==> src/rtl/cond_wb_pkg.sv <==
// Shared definitions for the conditional writeback block: ARM condition
// codes, bit positions inside the {Q,N,Z,C,V} flag word and FSM states.
package cond_wb_pkg;

    localparam logic [3:0] COND_EQ = 4'b0000;
    localparam logic [3:0] COND_NE = 4'b0001;
    localparam logic [3:0] COND_CS = 4'b0010;
    localparam logic [3:0] COND_CC = 4'b0011;
    localparam logic [3:0] COND_MI = 4'b0100;
    localparam logic [3:0] COND_PL = 4'b0101;
    localparam logic [3:0] COND_VS = 4'b0110;
    localparam logic [3:0] COND_VC = 4'b0111;
    localparam logic [3:0] COND_HI = 4'b1000;
    localparam logic [3:0] COND_LS = 4'b1001;
    localparam logic [3:0] COND_GE = 4'b1010;
    localparam logic [3:0] COND_LT = 4'b1011;
    localparam logic [3:0] COND_GT = 4'b1100;
    localparam logic [3:0] COND_LE = 4'b1101;
    localparam logic [3:0] COND_AL = 4'b1110;
    localparam logic [3:0] COND_NV = 4'b1111;

    // Flag word is {Q,N,Z,C,V}; the low four bits double as the NZCV nibble.
    localparam int FLAG_Q = 4;
    localparam int FLAG_N = 3;
    localparam int FLAG_Z = 2;
    localparam int FLAG_C = 1;
    localparam int FLAG_V = 0;

    typedef enum logic {
        IDLE    = 1'b0,
        HI_PEND = 1'b1
    } wb_state_e;

endpackage

==> src/rtl/cond_check.sv <==
// Combinational ARM condition-code evaluator: Cond against NZCV -> pass.
module cond_check
    import cond_wb_pkg::*;
(
    input  logic [3:0] cond,
    input  logic [3:0] nzcv,
    output logic       pass
);

    logic n, z, c, v;
    assign n = nzcv[FLAG_N];
    assign z = nzcv[FLAG_Z];
    assign c = nzcv[FLAG_C];
    assign v = nzcv[FLAG_V];

    // Decode the condition field into a single pass/fail bit.
    always_comb begin
        pass = 1'b0;
        case (cond)
            COND_EQ: pass = z;
            COND_NE: pass = !z;
            COND_CS: pass = c;
            COND_CC: pass = !c;
            COND_MI: pass = n;
            COND_PL: pass = !n;
            COND_VS: pass = v;
            COND_VC: pass = !v;
            COND_HI: pass = c & !z;
            COND_LS: pass = !c | z;
            COND_GE: pass = (n == v);
            COND_LT: pass = (n != v);
            COND_GT: pass = !z & (n == v);
            COND_LE: pass = z | (n != v);
            COND_AL: pass = 1'b1;
            default: pass = 1'b0;
        endcase
    end

endmodule

==> src/rtl/cond_writeback.sv <==
// Conditional writeback stage: evaluates the op's condition against the
// current flags, updates flags and drives a single registered register-file
// write port. Long (64-bit) results take two write cycles, Lo then Hi.
// Optional feature: define COND_WB_Q_EN for the sticky Q (saturation) flag;
// without it Flags[4] is tied to 0 and ALUFlags[4] / q_clr are ignored.
module cond_writeback
    import cond_wb_pkg::*;
(
    input  logic        clk,
    input  logic        reset,
    input  logic        valid_in,
    output logic        ready_out,
    input  logic [3:0]  Cond,
    input  logic [1:0]  FlagW,
    input  logic [4:0]  ALUFlags,
    input  logic [31:0] Result,
    input  logic [31:0] Result2,
    input  logic        RegW,
    input  logic        LongW,
    input  logic [3:0]  RdLo,
    input  logic [3:0]  RdHi,
    input  logic        q_clr,
    output logic        rf_we,
    output logic [3:0]  rf_wa,
    output logic [31:0] rf_wd,
    output logic [4:0]  Flags,
    output logic        CondEx
);

    wb_state_e   state_q;
    logic        rf_we_q;
    logic [3:0]  rf_wa_q;
    logic [31:0] rf_wd_q;
    logic [3:0]  nzcv_q;
    logic        q_q;
    logic        condex_q;
    logic [3:0]  hi_wa_q;
    logic [31:0] hi_wd_q;

    logic cond_pass;
    logic xfer;

    // Condition is judged against the flags as they stand before this op.
    cond_check u_cond_check (
        .cond (Cond),
        .nzcv (nzcv_q),
        .pass (cond_pass)
    );

    assign ready_out = (state_q == IDLE);
    assign xfer      = valid_in & ready_out;

    assign rf_we  = rf_we_q;
    assign rf_wa  = rf_wa_q;
    assign rf_wd  = rf_wd_q;
    assign Flags  = {q_q, nzcv_q};
    assign CondEx = condex_q;

    // Writeback FSM: accepts ops in IDLE, issues the deferred Hi word in HI_PEND.
    // rf_wa/rf_wd hold their last value while rf_we is low.
    always_ff @(posedge clk) begin
        if (reset) begin
            state_q  <= IDLE;
            rf_we_q  <= 1'b0;
            rf_wa_q  <= 4'd0;
            rf_wd_q  <= 32'd0;
            nzcv_q   <= 4'd0;
            condex_q <= 1'b0;
            hi_wa_q  <= 4'd0;
            hi_wd_q  <= 32'd0;
        end else begin
            case (state_q)
                IDLE: begin
                    rf_we_q <= 1'b0;
                    if (xfer) begin
                        condex_q <= cond_pass;
                        if (cond_pass) begin
                            if (FlagW[1]) begin
                                nzcv_q[FLAG_N] <= ALUFlags[FLAG_N];
                                nzcv_q[FLAG_Z] <= ALUFlags[FLAG_Z];
                            end
                            if (FlagW[0]) begin
                                nzcv_q[FLAG_C] <= ALUFlags[FLAG_C];
                                nzcv_q[FLAG_V] <= ALUFlags[FLAG_V];
                            end
                            // A long op always writes its Lo word first.
                            if (RegW || LongW) begin
                                rf_we_q <= 1'b1;
                                rf_wa_q <= RdLo;
                                rf_wd_q <= Result;
                            end
                            if (LongW) begin
                                hi_wa_q <= RdHi;
                                hi_wd_q <= Result2;
                                state_q <= HI_PEND;
                            end
                        end
                    end
                end
                HI_PEND: begin
                    rf_we_q <= 1'b1;
                    rf_wa_q <= hi_wa_q;
                    rf_wd_q <= hi_wd_q;
                    state_q <= IDLE;
                end
                default: begin
                    rf_we_q <= 1'b0;
                    state_q <= IDLE;
                end
            endcase
        end
    end

`ifdef COND_WB_Q_EN
    // Sticky Q: set by a passing op with ALU Q, cleared by q_clr; set wins.
    always_ff @(posedge clk) begin
        if (reset) begin
            q_q <= 1'b0;
        end else if (xfer && cond_pass && ALUFlags[FLAG_Q]) begin
            q_q <= 1'b1;
        end else if (q_clr) begin
            q_q <= 1'b0;
        end
    end
`else
    assign q_q = 1'b0;
    wire unused_q_inputs = ALUFlags[FLAG_Q] ^ q_clr;
`endif

endmodule

==> config.mk <==
export PLATFORM = sky130hd
export DESIGN_NAME = cond_writeback
export DESIGN_NICKNAME = d
export VERILOG_FILES = /design/src/rtl/cond_wb_pkg.sv /design/src/rtl/cond_check.sv /design/src/rtl/cond_writeback.sv
export SDC_FILE = /design/constraint.sdc
export NUM_CORES = 1
export LEC_CHECK = 0
export ABC_AREA = 1
export BUFFER_PORTS_ARGS = -buffer_cell sky130_fd_sc_hd__buf_2
export CAP_MARGIN = 15
export CORE_UTILIZATION = 54
export DETAILED_ROUTE_END_ITERATION = 6
export PLACE_DENSITY_LB_ADDON = 0.05
export SYNTH_ARGS = -nofsm -noshare
export SYNTH_HDL_FRONTEND = slang
export SYNTH_HIERARCHICAL = 1
export SYNTH_SLANG_ARGS = --single-unit
export TNS_END_PERCENT = 20
==> constraint.sdc <==
create_clock -name clk -period 3.5 [get_ports clk]
set_input_delay 0.175 -clock clk [delete_from_list [all_inputs] [get_ports clk]]
set_output_delay 0.175 -clock clk [all_outputs]
set_load 0.02 [all_outputs]
* Word-level counts from Yosys, hierarchy flattened
Cells that the tools add are included.
Word-level totals: register bits after elaboration 79, bits in latches 0, memory bits (writable) 0, memory bits (read-only) 0, input port bits 89, output and inout port bits 44, word-level logic and storage cells 62, memories kept 0
Operators by class: $add $sub $neg 0, multipliers 0, divide/modulo/power cells 0, magnitude comparators 0, equal/unequal tests 19, shift-type cells 0, multiplexer cells 17, bitwise operators 6, reductions and logical operators 11
Operators by type and width (count):
- 32-bit two-way mux | 3
- 32-bit case mux with 2 select lines | 1
- 4-bit == test (second input constant) | 7
- 4-bit by 3-bit == test with 1-bit output (second input constant) | 4
- 1-bit case mux with 15 select lines | 1
- 4-bit two-way mux | 3
- 4-bit AND reduction | 3
- 4-bit by 2-bit == test with 1-bit output (second input constant) | 2
- 4-bit case mux with 2 select lines | 1
- 1-bit two-way mux | 6
- 2-bit by 1-bit != test with 1-bit output (second input constant) | 3
- 4-bit by 1-bit == test with 1-bit output (second input constant) | 1
- 1-bit logical NOT | 4
- 4-bit logical NOT | 1
- 1-bit case mux with 2 select lines | 2
- 1-bit AND | 3
- 3-bit AND reduction | 1
- 1-bit OR | 2
- 2-bit AND reduction | 1
- 1-bit == test | 1
- 1-bit logical OR | 1
- 1-bit != test | 1
- 1-bit inverter | 1

* Longest topological paths before layout
Gate-level depths: netlist of the first run.
word-level depth 6, gate-level depth with buffers 16, gate-level depth less buffers 14

* Modules after synthesis
The synthesis of the first run kept the hierarchy.
By module, submodules not included:
- cond_writeback | times used 1, cells each 557, area each 3601.0 um^2
- cond_check | times used 1, cells each 55, area each 229.0 um^2

* Worst setup path after synthesis of the first run
No wires, ideal clock.
kind register to register, from register nzcv_q[3], to register hi_wd_q[10], library setup time 116 ps, arrival time 1588 ps, data required time 3384 ps, slack 1796 ps, stages on the path, launching flop included 16, clock period less this slack 1704 ps, cell sequence dfxtp_1 inv_1 nand2_1 nand3_1 nand2_1 nand2_1 nand2_1 nor2_1 nand2_1 nand2_1 inv_1 nand2_1 buf_6 buf_2 o21ai_0 nor2_1
On the way: word-level cells in the longest chain between the ends 4, elaborated cells between the ends (all ways) 7, classes of those cells eq/ne: 2; mux: 1; bitwise: 2; reduce/logical: 2
RTL lines:
- start, declared | line cond_writeback.sv:34 | logic [3:0] nzcv_q;
- start signal, assigned by index | line cond_writeback.sv:79 | nzcv_q[FLAG_N] <= ALUFlags[FLAG_N];
- start signal, assigned by index | line cond_writeback.sv:80 | nzcv_q[FLAG_Z] <= ALUFlags[FLAG_Z];
- start signal, assigned by index | line cond_writeback.sv:83 | nzcv_q[FLAG_C] <= ALUFlags[FLAG_C];
- 1-bit != test or 1-bit == test (tied branches)
- 1-bit OR or 1-bit AND (tied branches) | line cond_check.sv:33, cond_check.sv:32
- 1-bit case mux with 15 select lines * | line cond_check.sv:19 | case (cond)
- named net cond_pass | line cond_writeback.sv:40 | logic cond_pass;
- 4-bit AND reduction (no source line) *
- end signal, assigned | line cond_writeback.sv:94 | hi_wd_q <= Result2;
- end, declared | line cond_writeback.sv:38 | logic [31:0] hi_wd_q;
Mark *: on every way through the listed nets, which the timed path passes. The rest lies on a longest branch. A chain may end at the register's enable or synchronous reset.

* Worst setup path after layout of the first run
from register state_q, to output port ready_out
On the way: word-level cells in the longest chain between the ends 1
RTL lines:
- start, declared | line cond_writeback.sv:30 | wb_state_e state_q;
- start signal, assigned | line cond_writeback.sv:63 | state_q <= IDLE;
- start signal, assigned | line cond_writeback.sv:95 | state_q <= HI_PEND;
- start signal, assigned | line cond_writeback.sv:104 | state_q <= IDLE;
- 1-bit inverter (no source line)
- end, declared | line cond_writeback.sv:12 | output logic ready_out,
Every way passes these cells.

==> results of run 1 <==
## sequential cells by signal, summed over array words and instances, names as in the netlist
signal,flops
hi_wa_q,4
rf_wa,4
state_q,1
CondEx,1
nzcv_q,4
hi_wd_q,32
rf_wd,32
rf_we,1
## cell families (layout without fill, tap and decap cells)
group,count (synthesis),count (layout),share of synthesized area (%)
buffers and inverters,97,209,11.70
DFF,79,79,41.29
other,1,1,0.09791
and+or+nand+nor,358,358,36.85
AOI/OAI and AO/OA,77,77,10.06
## worst max-delay path, cell delays in order, from the launching register on
cell      delay, ns
dfxtp_1        0.76
clkinv_2       0.73
buf_2          0.38
## final cells by class
| type | instances | area, sq um |
|---|---|---|
| clock buffers | 10 | 137.6 |
| clock inverters | 6 | 91.34 |
| fillers | 656 | 2161 |
| inverters | 58 | 224.0 |
| multi-input cells | 436 | 1800 |
| flip-flops and latches | 79 | 1582 |
| well taps | 96 | 120.1 |
| repair buffers | 135 | 715.7 |
## how the worst min path moves through the flow
stage               start     end  slack, ns
finish              reset  CondEx       0.03
global route        reset  CondEx       0.04
CTS                 reset  CondEx       0.02
detailed placement  reset  CondEx       0.40
global placement    reset  CondEx       0.40
floorplan           reset  CondEx       0.24
## synthesized netlist by cell type, types with 4 or more instances
library cell	count
a21oi_1	40
buf_2	24
buf_4	5
buf_6	4
clkbuf_1	6
dfxtp_1	79
inv_1	54
nand2_1	180
nand3_1	46
nor2_1	128
o21ai_0	37
## metrics by stage
stage	instances	cell area, sq um
3_3_place_gp	803	4422
4_1_cts	819	4651
2_1_floorplan	612	3830
5_1_grt	820	4671
6_report	820	4671
3_5_place_dp	803	4422
## where the power goes
| part | internal, W | switching, W | total, W |
|---|---|---|---|
| registers | 0.000980 | 0.0000432 | 0.00102 |
| clock network | 0.000425 | 0.000352 | 0.000777 |
| logic | 0.000176 | 0.000286 | 0.000462 |
## per-layer routing
layer	vias up	global-route usage [%]	share of wire, %
met5	-	0	0
met4	0	7.121	0.42
met3	5	6.667	6.5
met2	120	43.65	48
met1	1716	31.26	45
li1	2086	-	-
==> results.ini, run 1 <==
[sta]
rsz0062_at_grt=no
skew_ns=0.01218
hold_slack_ns=0.02823
fmax_mhz=415.1
slew-limit-headroom_pct=54.74
fin_tns_setup_ns=0
finalMaxSlewViolations=0
fin_ws_ns=1.091
setup_viol=0
hold_viol=0
min_period_ns=2.409
tightest_slew_ns=0.6766
fin_crit_sh_pct=68.84

[layout]
nNetsFinal=808
drive_gt1_share_pct=21.55
layout_commonest_cell=nand2_1
final_cell_mix=180 x nand2_1, 129 x buf_2, 128 x nor2_1
area_growth_pct=21.95
final_core_util_pct=68.37
diodes=0

[cts]
post_cts_resize_count=0
clock_latency_ns=0.36
clkTransAtPathRegs_ns=0.08
root_buffer=clkbuf_8
post-cts-setup-buffer-count=0
clkSinkCount=79
htreeDepth=3
clockBufferDepth=2
cts_buffers=9
cts_hold_buf=0
cts_tree=built

[route]
via_per_inst=4.789
num_vias=3927
drt_iter0_drc=184
ant_nets=0
routed_wl_microns=9125
first_pass_iters=4
drc=0
routedWlPerCell_microns=11.13

[run_status]
outcome=complete, no violations

[synth]
synth_cell_type_count=18
synth_seq_area_share_pct=41.29
synthFlopType=dfxtp_1
synth_seq_cells=79
syn_inst=612
yosysWarnings=6
synth_top_area_share_pct=41.29
synthesis.area_sq_um=3830
syn_avg_cell_area_sq_um=6.258
syn_nets=701
async_flop_share_pct=0
synth.area.top_cells=dfxtp_1 41%, nand2_1 18%, nor2_1 13%
synth_edf_count=0
yosys.area.top_type=dfxtp_1

[floorplan]
core-area_sq_um=6832
design.die.area_sq_um=7433
row_count=30
ioPinCount=133
initial_core_util_pct=56.06
die_w_microns=86.22
die_y_microns=86.22

[global_route]
grt_max_degree=77
antenna_found_initial=0
grt_pass1_wl_microns=14950
overflow=0
grt_pass1_vias=3430
track_usage_pct=25.33

[placement]
numPortBuffers=129
pre_cts_ws_ns=1.157
gp_congestion=0.8504
hpwl_microns=5893

[worst_setup_path]
r2r_start=state_q
endpoint=ready_out
cp_max_fo=51
crit_arrival_ns=2.23
critPathCaptureType=primary output
r2r_cells=6
rrSetupSlack_ns=1.13
critical_path_required_ns=3.32
crit_path_start_kind=register
startpoint=state_q
critPathKind=reg2out
timing.rr.end=rf_wd[20]

[power_and_ir_drop]
power_density_nw_per_um2=484.2
vdd_drop_max_mv=0.2506
leakagePower_nw=2.528
p_total_w=0.002261

[flow_run]
maxCapViolations=0

[min_path]
hold_depth=2
hold_path_class=in2reg

Power figures use the tool's default switching activity.
==> run 2: changes to the inputs <==
--- a/config.mk
+++ b/config.mk
@@ -8,7 +8,7 @@
 export ABC_AREA = 1
 export BUFFER_PORTS_ARGS = -buffer_cell sky130_fd_sc_hd__buf_2
 export CAP_MARGIN = 15
-export CORE_UTILIZATION = 54
+export CORE_UTILIZATION = 50
 export DETAILED_ROUTE_END_ITERATION = 6
 export PLACE_DENSITY_LB_ADDON = 0.05
 export SYNTH_ARGS = -nofsm -noshare
==> constraint.sdc (replaced) <==
create_clock -name clk -period 2.4 [get_ports clk]
set_input_delay 0.12 -clock clk [delete_from_list [all_inputs] [get_ports clk]]
set_output_delay 0.12 -clock clk [all_outputs]
set_load 0.02 [all_outputs]
==> results.ini, run 2 (synthesis gave the netlist of run 1 again) <==
[min_path]
hold_path_end=hi_wd_q[7]
hold_depth=3
min_from=Result2[7]
hold_path_class=in2reg

[cts]
clkTransAtPathRegs_ns=0.08
htreeDepth=3
cts_tree=built
clock_latency_ns=0.34
clkSinkCount=79
root_buffer=clkbuf_8
post-cts-setup-buffer-count=0
clockBufferDepth=2
cts_buffers=9

[sta]
hold_viol=0
min_period_ns=1.872
setup_viol=0
hold_slack_ns=0.02856
fmax_mhz=534.1
fin_crit_sh_pct=78.01
slew-limit-headroom_pct=57.05
fin_tns_setup_ns=0
tightest_slew_ns=0.6433
rsz0062_at_grt=no
fin_ws_ns=0.5278
finalMaxSlewViolations=0
skew_ns=0.01228

[worst_setup_path]
crit_path_start_kind=register
slowest_stage=dfxtp_1
critical_path_required_ns=2.64
crit_arrival_ns=2.11
rrSetupSlack_ns=0.53
critPathKind=reg2reg
critPathCaptureType=register
critical-path-max-stage-delay_ns=0.43
critical-path-top-delay-family=simple AND/OR/NAND/NOR gates
r2r_cells=14
r2r_start=nzcv_q[3]
cp_max_fo=73
timing.rr.end=rf_wd[11]
cp_num_buf_inv=3
cpMostUsedCell=nand2_1
worstPathCellList=inv_1 > nand2_1 > nand2_1 > nand3_1 > nand3_1 > nor2_1 > nand2_1 > nand2_1 > inv_1 > nand2_2 > buf_12 > nand3_1 > nand2_1 > nor2_1

[route]
via_per_inst=4.698
first_pass_iters=4
drc=0
routed_wl_microns=8859
met2_length_microns=4240
drt_iter0_drc=113
dr_wl_met3_microns=462
routedWlPerCell_microns=10.67
top_layer_used=met4
num_vias=3899
ant_nets=0
wl_met1_microns=4013

[floorplan]
die_w_microns=89.52
design.die.area_sq_um=8014
row_count=31
core-area_sq_um=7331
ioPinCount=133
initial_core_util_pct=52.24
die_y_microns=89.52

[power_and_ir_drop]
seqPwrFrac_pct=47.1
switchingPower_w=0.0009557
p_comb_share_pct=21.6
internal_power_w=0.002206
leakagePower_nw=2.548
power_density_nw_per_um2=669.7
clkPwrFrac_pct=31.3
vdd_drop_max_mv=0.3547
p_sw_share_pct=30.23
p_total_w=0.003162

[placement]
hpwl_microns=5794
numPortBuffers=129
gp_congestion=0.7340
pre_cts_ws_ns=0.5470
dp_cells=809

[layout]
drive_gt1_share_pct=21.48
final_cell_count_no_fill=830
fillers=699
diodes=0
nNetsFinal=815
layout_commonest_cell=nand2_1
final_cell_mix=180 x nand2_1, 129 x buf_2, 128 x nor2_1
area_growth_pct=23.26
multiInputGateArea_sq_um=1800
regArea_sq_um=1582

[global_route]
track_usage_pct=22.52
overflow=0
grt_pass1_wl_microns=14030
grt_max_degree=75
antenna_found_initial=0
grt_pass1_vias=3286

[flow_run]
maxCapViolations=0

[run_status]
outcome=complete, no violations

[run 2: changes by cell type in the layout (fill, tap and decap cells not counted)]
| cell | delta |
|---|---|
| clkbuf_1 | +1 |
| buf_12 | +1 |
| clkinv_2 | +1 |
| clkinvlp_4 | +1 |
| dlygate4sd3_1 | +5 |
| buf_4 | +1 |
| bufinv_16 | -1 |
| clkinv_4 | -2 |
[run 2: worst max path at each step]
stage | slack, ns | endpoint | start | depth (start not counted)
after floorplan | 0.70 | hi_wd_q[10] | nzcv_q[3] | 15
after global placement | 0.61 | hi_wd_q[20] | nzcv_q[3] | 14
after detailed placement | 0.55 | rf_wd[11] | nzcv_q[3] | 14
after CTS | 0.54 | rf_wd[11] | nzcv_q[3] | 14
after global routing | 0.34 | hi_wd_q[2] | nzcv_q[3] | 15
final | 0.53 | rf_wd[11] | nzcv_q[3] | 14
[run 2: metal layers]
metal,GRT usage [%],vias up
li1,-,2105
met3,4.986,14
met1,25.94,1688
met5,0,-
met4,9.524,0
met2,40.18,92
[run 2: power by group through the flow]
stage	Combinational, W	Clock, W	Sequential [W]
after floorplan	0.000381	0	0.00161
after global placement	0.000667	0	0.00152
after detailed placement	0.000679	0	0.00152
after CTS	0.000689	0.00102	0.00149
after global routing	0.000776	0.00108	0.00151
final	0.000683	0.000990	0.00149
[run 2: what timing repair did]
item | CTS | global route
endpoints found under the hold margin | 7 | 0
hold buffers | 5 | 0
gates resized for setup | 0 | 0
[run 2: through the flow]
step                      cell area, sq um  util (%)
after global placement                4473     61.02
after global routing                  4721     64.40
after detailed placement              4473     61.02
after CTS                             4721     64.40
final                                 4721     64.40
after floorplan                       3830         -
[run 2: final cells by class]
type                       count  share of cell area (%)
timing repair buffer         142                   16.80
clock inverter                 5                   1.193
inverter                      58                   4.744
sequential                    79                   33.50
clock buffer                  11                   2.995
tap                           99                   2.624
multi-input combinational    436                   38.14
[run 2: worst register-to-register path, delay by kind of cell (launching register included)]
family                 cells  cell delay, ns
flip-flops                 1            0.43
AND/OR/NAND/NOR           11            0.91
buffers and inverters      3            0.43
